File: src/rtl/display_pkg.sv
// Shared constants for the multiplexed 7-segment scanner:
// the hex segment table, the blank pattern and the slot index width.
package display_pkg;

  localparam int IDX_W = 3;

  localparam logic [6:0] SEG_OFF = 7'h00;

  // Active-high segments, bit 0 = a ... bit 6 = g; entry i is the glyph for nibble i.
  localparam logic [15:0][6:0] HEX7_LUT = {
    7'h71, 7'h79, 7'h5E, 7'h39,   // F E d C
    7'h7C, 7'h77, 7'h6F, 7'h7F,   // b A 9 8
    7'h07, 7'h7D, 7'h6D, 7'h66,   // 7 6 5 4
    7'h4F, 7'h5B, 7'h06, 7'h3F    // 3 2 1 0
  };

  function automatic logic [6:0] hex7(input logic [3:0] nibble);
    return HEX7_LUT[nibble];
  endfunction

endpackage

File: src/rtl/decod_hex7.sv
// Combinational hex nibble to active-high 7-segment decoder.
module decod_hex7
  import display_pkg::*;
(
  input  logic [3:0] nibble_i,
  output logic [6:0] seg_o
);

  assign seg_o = hex7(nibble_i);

endmodule

File: src/rtl/display_scan.sv
// Time-multiplexed 7-segment scanner with dead time, per-digit blanking and polarity select.
// Optional blink support is compiled in when DISPLAY_SCAN_BLINK_EN is defined.
module display_scan
  import display_pkg::*;
#(
  parameter int N_DIGITS   = 4,
  parameter int PRESCALE   = 50000,
  parameter int DEAD       = 1,
  parameter int ACTIVE_LOW = 0
`ifdef DISPLAY_SCAN_BLINK_EN
  , parameter int BLINK_DIV = 64
`endif
) (
  input  logic                  clk,
  input  logic                  rst_n,
  input  logic [4*N_DIGITS-1:0] valor,
  input  logic                  load,
  input  logic [N_DIGITS-1:0]   apagar,
`ifdef DISPLAY_SCAN_BLINK_EN
  input  logic [N_DIGITS-1:0]   piscar,
`endif
  output logic [6:0]            seg,
  output logic [N_DIGITS-1:0]   an,
  output logic [2:0]            digito
);

  localparam int CNT_W = (PRESCALE > 1) ? $clog2(PRESCALE) : 1;
  localparam logic [CNT_W-1:0] CNT_LAST = CNT_W'(PRESCALE - 1);
  localparam logic [CNT_W-1:0] DEAD_C   = CNT_W'(DEAD);
  localparam logic [IDX_W-1:0] IDX_LAST = IDX_W'(N_DIGITS - 1);
  localparam logic             POL      = (ACTIVE_LOW != 0);
  localparam logic [N_DIGITS-1:0] AN_IDLE  = {N_DIGITS{POL}};
  localparam logic [6:0]          SEG_IDLE = SEG_OFF ^ {7{POL}};

  logic [4*N_DIGITS-1:0] shadow_q, shadow_d;
  logic [CNT_W-1:0]      cnt_q, cnt_d;
  logic [IDX_W-1:0]      idx_q, idx_d;
  logic [N_DIGITS-1:0]   an_q, an_d;
  logic [6:0]            seg_q, seg_d;
  logic [2:0]            digito_q;

  logic [N_DIGITS-1:0]   sel_oh;
  logic [3:0]            cur_nib;
  logic [6:0]            seg_raw;
  logic                  slot_end;
  logic                  in_dead;
  logic                  blank;
  logic                  show;

  for (genvar gi = 0; gi < N_DIGITS; gi++) begin : g_sel
    assign sel_oh[gi] = (idx_q == IDX_W'(gi));
  end

  always_comb begin
    cur_nib = 4'h0;
    for (int i = 0; i < N_DIGITS; i++) begin
      if (sel_oh[i]) cur_nib = shadow_q[4*i +: 4];
    end
  end

  decod_hex7 u_decod (
    .nibble_i (cur_nib),
    .seg_o    (seg_raw)
  );

  assign slot_end = (cnt_q == CNT_LAST);
  assign in_dead  = (cnt_q < DEAD_C);

`ifdef DISPLAY_SCAN_BLINK_EN
  localparam int FRM_W = (BLINK_DIV > 1) ? $clog2(BLINK_DIV) : 1;
  localparam logic [FRM_W-1:0] FRM_LAST = FRM_W'(BLINK_DIV - 1);

  logic [FRM_W-1:0] frame_q;
  logic             phase_q;
  logic             frame_end;

  assign frame_end = slot_end && (idx_q == IDX_LAST);

  // A frame completes when the last digit's slot expires.
  always_ff @(posedge clk or negedge rst_n) begin
    if (!rst_n) begin
      frame_q <= '0;
      phase_q <= 1'b0;
    end else if (frame_end) begin
      if (frame_q == FRM_LAST) begin
        frame_q <= '0;
        phase_q <= ~phase_q;
      end else begin
        frame_q <= frame_q + FRM_W'(1);
      end
    end
  end

  assign blank = (|(sel_oh & apagar)) || (phase_q && (|(sel_oh & piscar)));
`else
  assign blank = |(sel_oh & apagar);
`endif

  assign show = !in_dead && !blank;

  always_comb begin
    shadow_d = load ? valor : shadow_q;
    cnt_d    = slot_end ? '0 : cnt_q + CNT_W'(1);
    idx_d    = idx_q;
    if (slot_end) idx_d = (idx_q == IDX_LAST) ? '0 : idx_q + IDX_W'(1);
    an_d     = show ? sel_oh  : '0;
    seg_d    = show ? seg_raw : SEG_OFF;
  end

  // Outputs are registered after the polarity flip so the pins never glitch.
  always_ff @(posedge clk or negedge rst_n) begin
    if (!rst_n) begin
      shadow_q <= '0;
      cnt_q    <= '0;
      idx_q    <= '0;
      an_q     <= AN_IDLE;
      seg_q    <= SEG_IDLE;
      digito_q <= '0;
    end else begin
      shadow_q <= shadow_d;
      cnt_q    <= cnt_d;
      idx_q    <= idx_d;
      an_q     <= an_d ^ AN_IDLE;
      seg_q    <= seg_d ^ {7{POL}};
      digito_q <= idx_q;
    end
  end

  assign seg    = seg_q;
  assign an     = an_q;
  assign digito = digito_q;

endmodule

File: config.mk
export PLATFORM = sky130hd
export DESIGN_NAME = display_scan
export DESIGN_NICKNAME = d
export VERILOG_FILES = /design/src/rtl/display_pkg.sv /design/src/rtl/decod_hex7.sv /design/src/rtl/display_scan.sv
export SDC_FILE = /design/constraint.sdc
export NUM_CORES = 1
export LEC_CHECK = 0
export ABC_CLOCK_PERIOD_IN_PS = 3640
export BUFFER_PORTS_ARGS = -buffer_cell sky130_fd_sc_hd__buf_2
export CORE_ASPECT_RATIO = 0.7
export CORE_MARGIN = 1
export CORE_UTILIZATION = 56
export DETAILED_ROUTE_END_ITERATION = 7
export PLACE_DENSITY = 0.79
export REMOVE_ABC_BUFFERS = 1
export SETUP_SLACK_MARGIN = 0.1
export SYNTH_ARGS = -nofsm -noshare
export SYNTH_HDL_FRONTEND = slang
export SYNTH_SLANG_ARGS = --single-unit
export TNS_END_PERCENT = 10
File: constraint.sdc
create_clock -name clk -period 3.64 [get_ports clk]
set_clock_uncertainty 0.2 [all_clocks]
set_input_delay 0.546 -clock clk [delete_from_list [all_inputs] [get_ports clk]]
set_output_delay 0.546 -clock clk [all_outputs]
set_load 0.01 [all_outputs]
Word level (Yosys, flattened, before mapping)
Memory sizes are Yosys's and may differ from the RTL's.
Cells that the tools add are included.
{ "classes": {"add_sub_neg": 2, "magnitude_cmp": 2, "n_eq_ne": 4, "mux": 9, "bitwise": 1, "n_reduce_logical": 5} }
{ "ops": {"columns": ["op", "count"], "rows": [
  ["$mux W4", 5],
  ["$add A16 B1 Y16 const B", 1],
  ["$eq A16 B16 Y1 const B", 1],
  ["$lt A16 B1 Y1 const B", 1],
  ["$mux W16", 1],
  ["$mux W7", 2],
  ["$eq A3 B2 Y1 const B", 2],
  ["$lt A4 B5 Y1 const B", 1],
  ["$and A4 B4 Y4", 1],
  ["$reduce_or A4 Y1", 1],
  ["$add A3 B1 Y3 const B", 1],
  ["$eq A3 B1 Y1 const B", 1],
  ["$logic_not A3 Y1", 1],
  ["$mux W3", 1],
  ["$logic_not A1 Y1", 2],
  ["$logic_and A1 B1 Y1", 1]
]} }
{ "word_totals": {"reg_bits": 49, "rom_bits": 112, "wordCells": 30, "n_memories": 1} }
{ "mem_list": {"columns": ["memory", "words", "width", "read_ports", "rd_clocked_by_memory_dff", "wr", "line_no", "text"], "rows": [
  ["(name not given)", 16, 7, 1, 0, 0, "display_pkg.sv:18", "return HEX7_LUT[nibble];"]
]} }

Logic depth before layout (Yosys ltp)
Gate-level depths: netlist (run 1).
{ "logic_depth": {"ltp_word": 8, "mapped_depth": 11, "mapped_depth_nobuf": 10} }

By module
From an unflattened synthesis (run 1), not the netlist that was laid out.
{ "unflattened": {"cells_unflattened": 217, "area_unflattened_um2": 2414.8} }
{ "modules_own_cells": {"columns": ["mod", "n_inst", "cells_each", "area_per_inst_um2", "seq_area_each_um2"], "rows": [
  ["display_scan", 1, 184, 2127.0, 1226.2],
  ["decod_hex7", 1, 33, 287.8, 0.0]
]} }

Worst setup path after synthesis (run 1)
Ideal clock, no wire load.
{ "synth_timing": {"path_type": "flip-flop to flip-flop", "from": "reg idx_q[0]", "to": "reg seg_q[4] (netlist: seg[4])", "t_arrival_ps": 2261, "setup_slack_ps": 1085, "stages_incl_launch_ff": 10, "n_path_buf": 1, "period_less_slack_ps": 2555, "cell_sequence": "dfrtp_1 -> ha_1 -> buf_4 -> nor2b_1 -> a211o_1 -> nor2_1 -> inv_1 -> ha_1 -> mux2_2 -> a211oi_1"} }
{ "synth_via": {"elab_chain_len": 8, "word_cells_on_any_way": 15, "cone_classes": "eq/ne (3); mux (6); bitwise (1); reduce/logical (4); memory (1)"} }
{ "synth_lines": {"columns": ["item", "line_no", "text"], "rows": [
  ["from (decl)", "display_scan.sv:37", "logic [IDX_W-1:0] idx_q, idx_d;"],
  ["from (signal assigned)", "display_scan.sv:122", "idx_q <= idx_d;"],
  ["$logic_not A3 Y1", "display_scan.sv:51", "assign sel_oh[gi] = (idx_q == IDX_W'(gi));"],
  ["$mux W4 (4 in series)", "display_scan.sv:57", "if (sel_oh[i]) cur_nib = shadow_q[4*i +: 4];"],
  ["$mem_v2 Z16 W7", null, null],
  ["$mux W7 (implied by the code)", "display_pkg.sv:18", null],
  ["$mux W7 *", "display_scan.sv:107", "seg_d = show ? seg_raw : SEG_OFF;"],
  ["net seg_d[4]", "display_scan.sv:39", "logic [6:0] seg_q, seg_d;"],
  ["to (signal assigned)", "display_scan.sv:124", "seg_q <= seg_d ^ {7{POL}};"],
  ["to (decl)", "display_scan.sv:39", null]
]} }
Mark *: on every way through the listed nets, which the timed path passes. The rest lies on a longest branch. The select of a mux whose other input is x is not followed.
A chain may end at the register's enable or synchronous reset.

Worst setup path after layout (run 1)
{ "layout_timing": {"from": "reg idx_q[0]", "to": "reg seg_q[5] (netlist: seg[5])"} }
The elaborated chain is that of the path after synthesis.

==> results of run 1 <==
[routing by layer]
metal / track usage / part of all wire
met1: 0.3383 / 0.50
met2: 0.3039 / 0.43
met3: 0.05528 / 0.056
met5: 0 / 0
met4: 0.06888 / 0.011
[power by group through the flow]
stage	Sequential, mW	Combinational (mW)	Clock, mW
after detailed placement	0.596	0.126	0
after global routing	0.589	0.140	0.419
after CTS	0.586	0.126	0.397
after global placement	0.596	0.123	0
final	0.585	0.125	0.389
after floorplan	0.597	0.0718	0
[through the flow]
stage	worst slack (ns)	hold WS, ns	utilization	area [µm²]	power [mW]
after floorplan	1.133	0.05041	-	2360	0.6689
after global placement	0.8356	0.2167	0.6484	2605	0.7189
after detailed placement	0.7639	0.2278	0.6484	2605	0.7216
after CTS	0.7088	0.2555	0.6770	2720	1.108
after global routing	0.4772	0.2564	0.6770	2720	1.148
final	0.7017	0.2343	0.6770	2720	1.100
[how the worst max path moves through the flow]
| stage | cells after the start | endpoint | startpoint | slack, ns |
|---|---|---|---|---|
| after CTS | 9 | seg[5] | idx_q[0] | 0.71 |
| after floorplan | 8 | seg[4] | idx_q[0] | 1.13 |
| after global placement | 9 | seg[4] | idx_q[1] | 0.84 |
| after detailed placement | 9 | seg[5] | idx_q[0] | 0.76 |
| after global routing | 9 | seg[5] | idx_q[1] | 0.48 |
| final | 9 | seg[5] | idx_q[0] | 0.70 |
[flip-flops by register name, summed over array words and instances (netlist names)]
| name | cells |
|---|---|
| digito | 3 |
| idx_q | 3 |
| cnt_q | 16 |
| seg | 7 |
| shadow_q | 16 |
| an | 4 |
[logic make-up (layout without fill, tap and decap cells)]
family / after synthesis / after routing / share of synthesized area
adders and majority gates: 12 / 12 / 0.06230
AOI/OAI and AO/OA: 27 / 27 / 0.08463
and+or+nand+nor: 78 / 78 / 0.1745
muxes: 18 / 18 / 0.08359
DFF: 49 / 49 / 0.5088
xor gates and xnor gates: 15 / 15 / 0.05452
buffers and inverters: 16 / 51 / 0.03167
[final cells by class]
| class | instances | area [µm²] |
|---|---|---|
| Fill cell | 307 | 1297 |
| Sequential cell | 49 | 1226 |
| Multi-Input combinational cell | 150 | 1107 |
| Timing Repair Buffer | 36 | 180.2 |
| Clock buffer | 5 | 68.82 |
| Tap cell | 52 | 65.06 |
| Clock inverter | 3 | 46.29 |
| Inverter | 7 | 26.28 |
[worst max-delay path, delay by kind of cell (launching register included)]
kind	cells	cell delay [ns]
buffers and inverters	2	0.27
flip-flops	1	0.43
AND/OR/NAND/NOR	2	0.52
AO/OA/AOI/OAI	3	0.77
adder cells (fa/ha/maj)	2	0.62
[placed cells by master (no fill, tap or decap), types with 5 or more instances in the layout]
master	Yosys	layout
dfrtp_1	49	49
buf_2	3	36
nor2_1	20	20
mux2_2	17	17
nand3_1	12	12
ha_1	12	12
xor2_1	9	9
a211oi_1	8	8
nor3_1	8	8
inv_1	7	7
nor2b_1	7	7
nand2_1	6	6
xnor2_1	6	6
and2_1	5	5
clkbuf_8	0	5
==> summary.txt, run 1 <==
STA
  • Final setup violation count: 0
  • Tcrit/Tclk final: 0.8072
  • Fmax achieved: 340.3 MHz
  • Setup_tns: 0 ns
  • Fin. Hold Viols: 0
  • Rel. slew slack: 0.2913
  • Tmin final: 2.938 ns
  • Least-Margin Pin Slew: 1.063 ns
  • RSZ-0062 raised after global routing: no
  • Slew Viols, Final: 0

Setup path
  • Reg2reg setup slack: 0.70 ns
  • Worst path cell trace: inv_1, ha_1, a211oi_1, a211oi_1, nor2b_1, inv_1, ha_1, and2_1, o31a_1
  • R2r endpoint: seg[5]
  • Crit path required time: 3.63 ns
  • Startpoint Class: register
  • WS Path Type: reg -> reg
  • Worst path slowest cell: dfrtp_1
  • Crit Path Max Fanout: 10
  • Worst Reg2Reg Path Length in Cells: 9
  • Critical path data arrival time: 2.93 ns
  • Crit end category: register
  • Biggest cell delay along the critical path: 0.43 ns
  • R2R Path Start: idx_q[0]

Clocking
  • Number of clock sinks: 49
  • CTS Buffer Depth: 2
  • Post-CTS Hold Buffers: 0
  • CTS clk-pin slew, worst paths: 0.09 ns
  • Post CTS Setup Buffer Count: 0
  • Post_cts resized: 0
  • CTS tree: yes
  • CTS Buf Count: 5
  • H-tree level count: 2
  • Clock latency on the worst-skew pair: 0.31 ns
  • Root buffer cell: clkbuf_8

Power and ir drop
  • Switching pwr: 264.5 µW
  • Switching Fraction: 0.2405
  • Leakage: 1.293 nW
  • Peak supply drop: 359.2 µV
  • Clk pwr share: 0.354
  • Pwr per Cell Area: 404.3 nW/µm²
  • Logic pwr share: 0.114
  • Sequential Power Share: 0.532
  • Internal power: 835.1 µW

Yosys
  • Most instantiated cells after synthesis: dfrtp_1 (49), nor2_1 (20), mux2_2 (17), ha_1 (12), nand3_1 (12)
  • Most common cell in the synthesized netlist: dfrtp_1
  • Synth warn: 0
  • EDFF count, synth: 0
  • Sequential fraction of the synthesis area: 0.5088
  • Synth area leaders: dfrtp_1 (51%), mux2_2 (7.9%), ha_1 (6.2%)
  • Library cells used by synthesis: 41
  • Yosys top cell area share: 0.5088
  • Post-Syn Area: 2410 µm²
  • Mean Syn Cell Area: 11.21 µm²
  • Synth Register Bits: 49
  • Synth Flop Type: dfrtp_1
  • Post-synthesis async set-or-reset flop share: 1.000
  • Cells after synthesis: 215
  • Largest area contributor in the netlist: dfrtp_1

Placement
  • Placed cells: 294
  • DP Wirelength: 3209 µm
  • IO Port Bufs: 36
  • Placer congestion estimate: 0.8617

Cells and area
  • Inserted Diodes: 0
  • Share of post-route cells with drive strength above 1: 0.2640
  • Fin nets: 284
  • Non-filler cells in the finished layout: 302
  • Syn-to-layout area delta: 12.88%

Route
  • Drt pass-1 iters: 4
  • Vias/cell: 5.526
  • Avg WL per Cell: 15.04 µm
  • Total number of vias: 1669
  • DRT iter0 DRCs: 100
  • Antenna-violating nets left: 0
  • DRC errors left: 0
  • Routed wire length: 4541 µm

Die
  • Die H: 56.89 µm
  • CORE AREA: 4018 µm²
  • Rows: 19
  • Die ar.: 4574 µm²
  • Num ports: 37
  • Chip width: 80.41 µm
  • Starting density of the core: 0.5998

Global route
  • Vias in the first global route: 1487
  • Pin count of the biggest net entering global routing: 50
  • Grt total ovfl: 0
  • First-pass GRT wire length: 7445 µm
  • Total GRT Usage: 0.2209
  • Initial antenna violation count: 0

Min path
  • Tightest Hold Check Type: in -> async

Outcome
  • Outcome: complete, no violations

Run
  • Max_cap viols: 0
(Power assumes the default switching activity.)
==> run 2: changes to the inputs <==
ABC_CLOCK_PERIOD_IN_PS = 2850   (was 3640)
clock period = 2.85 ns   (was 3.64 ns; I/O delays follow)
==> run 2 against run 1 <==
Worst setup slack worse by 0.40 ns. Critical path depth stayed put. Final cell count is 1.7% higher. Sequential share of layout area is 1.2 points lower. Sequential power is 28% higher. Register-to-register slack worse by 0.40 ns. Via count is 1.6% higher. Clock-buffer cell count stayed put. Routed wire length is 4.4% higher. Clock power is 28% higher. First-iteration DRC count is 12% lower. Fmax is 15% higher.
==> summary.txt, run 2 (synthesis results as in run 1) <==
Die
  • Die H: 56.89 µm (unchanged)
  • Die ar.: 4574 µm² (unchanged)
  • Num ports: 37 (unchanged)
  • Starting density of the core: 0.5998 (unchanged)
  • Chip width: 80.41 µm (unchanged)
  • CORE AREA: 4018 µm² (unchanged)
  • Rows: 19 (unchanged)

Placement
  • Placer congestion estimate: 0.8547 (-0.81%)
  • DP Worst Slack: 0.2116 ns (-0.5523 ns)
  • IO Port Bufs: 36 (unchanged)
  • DP Wirelength: 3342 µm (+4.2%)

Setup path
  • Crit path required time: 2.84 ns (-0.79 ns)
  • WS Path Type: reg -> reg
  • Startpoint Class: register
  • Crit Path Max Fanout: 6 (-4)
  • Crit end category: register
  • Critical path data arrival time: 2.55 ns (-0.38 ns)

STA
  • Least-Margin Pin Slew: 0.6278 ns (-0.4352 ns)
  • Setup WS post-layout: 0.2975 ns (-0.4042 ns)
  • Setup_tns: 0 ns (unchanged)
  • Tcrit/Tclk final: 0.8956 (+0.08839)
  • Fmax achieved: 391.8 MHz (+15%)
  • Rel. slew slack: 0.5776 (+0.2862)
  • Fin. Hold Viols: 0 (unchanged)
  • Tmin final: 2.552 ns (-0.3858 ns)
  • RSZ-0062 raised after global routing: yes
  • Final setup violation count: 0 (unchanged)
  • Slew Viols, Final: 0 (unchanged)

Power and ir drop
  • Internal power: 1.076 mW (+29%)
  • Switching pwr: 341.7 µW (+29%)
  • Total power draw: 1.418 mW (+29%)
  • Clk pwr share: 0.350 (-0.004)
  • Switching Fraction: 0.2410 (+0.0004787)
  • Peak supply drop: 430.0 µV (+20%)
  • Logic pwr share: 0.122 (+0.008)
  • Pwr per Cell Area: 507.2 nW/µm² (+25%)
  • Sequential Power Share: 0.528 (-0.004)
  • Leakage: 1.320 nW (+2.1%)

Clocking
  • CTS tree: yes
  • CTS Buffer Depth: 2 (unchanged)
  • H-tree level count: 2 (unchanged)
  • CTS clk-pin slew, worst paths: 0.09 ns (about the same)
  • Post CTS Setup Buffer Count: 0 (unchanged)
  • Clock latency on the worst-skew pair: 0.30 ns (about the same)
  • Root buffer cell: clkbuf_8
  • CTS Buf Count: 5 (unchanged)
  • Number of clock sinks: 49 (unchanged)

Route
  • DRC errors left: 0 (unchanged)
  • Antenna-violating nets left: 0 (unchanged)
  • Avg WL per Cell: 15.44 µm (+2.7%)
  • DRT iter0 DRCs: 88 (-12%)
  • Vias/cell: 5.524 (about the same)
  • Total number of vias: 1696 (+1.6%)
  • Routed wire length: 4740 µm (+4.4%)
  • Drt pass-1 iters: 4 (unchanged)

Run
  • Max_cap viols: 0 (unchanged)

Cells and area
  • Syn-to-layout area delta: 15.99%
  • Fin nets: 289 (+1.8%)
  • Most frequent cells in the layout: dfrtp_1 (49), buf_2 (36), nor2_1 (20)
  • Share of post-route cells with drive strength above 1: 0.2980 (+0.03404)
  • Inserted Diodes: 0 (unchanged)
  • Most common cell after layout, fill and taps aside: dfrtp_1

Global route
  • Routing usage on met2: 0.2990 (-0.004843)
  • First-pass GRT wire length: 7389 µm (-0.75%)
  • Total GRT Usage: 0.2217 (+0.0007779)
  • GRT met1 Usage: 0.3418 (+0.003544)
  • Vias in the first global route: 1455 (-2.2%)
  • Initial antenna violation count: 0 (unchanged)
  • GRT busiest layer: met1
  • Grt total ovfl: 0 (unchanged)
  • M3 GR Usage: 0.05528 (unchanged)
  • Pin count of the biggest net entering global routing: 50 (unchanged)

Outcome
  • Outcome: complete, no violations

Min path
  • Tightest Hold Check Type: in -> reg
## run 2: critical path: stages, from the launching register on
cell and delay, ns:
dfrtp_1 0.42, inv_1 0.13, ha_1 0.30, nand3b_1 0.14, a211oi_2 0.26, nor2b_1 0.25, inv_1 0.12, ha_1 0.22
and2_1 0.14, o31a_1 0.27
## run 2: path summary, 6_finish.rpt
check                          endpoint     start  cells after the start  slack, ns
max                              seg[5]  idx_q[0]                      9       0.30
min                         shadow_q[3]  valor[3]                      2       0.15
max reg2reg                      seg[5]  idx_q[0]                      9       0.30
min reg2reg                   digito[1]  idx_q[1]                      0       0.25
max in group asynchronous  shadow_q[15]     rst_n                      3       1.81
min in group asynchronous         an[0]     rst_n                      3       0.43
## run 2: cell type report
cell class,count,area (µm²)
Inverter,7,26.28
Sequential cell,49,1226
Fill cell,305,1222
Multi-Input combinational cell,150,1130
Timing Repair Buffer,41,232.7
Tap cell,52,65.06
Clock inverter,3,46.29
Clock buffer,5,68.82
## run 2: through the flow
step / area (µm²) / cells / utilization / hold WS, ns
floorplan: 2360 / 206 / - / -0.06809
global placement: 2648 / 298 / 0.6590 / 0.2146
detailed placement: 2648 / 298 / 0.6590 / 0.2281
CTS: 2773 / 307 / 0.6901 / 0.1387
global route: 2795 / 307 / 0.6957 / 0.1382
finish: 2795 / 307 / 0.6957 / 0.1459
## run 2: power by group through the flow
stage	clock network, mW	registers, mW	logic (mW)
2_1_floorplan	0	0.763	0.0916
3_3_place_gp	0	0.761	0.167
3_5_place_dp	0	0.762	0.171
4_1_cts	0.508	0.748	0.173
5_1_grt	0.534	0.753	0.193
6_report	0.496	0.749	0.173
## run 2: routing by layer
metal / up-vias / share of wire
met2: 49 / 0.43
li1: 830 / -
met1: 809 / 0.51
met3: 8 / 0.054
met5: - / 0
met4: 0 / 0.013
## run 2: what timing repair did
action,4_1_cts,5_1_grt
hold endpoints to repair,49,0
resized for setup,0,6
setup endpoints to repair,0,7
hold buffers,1,0
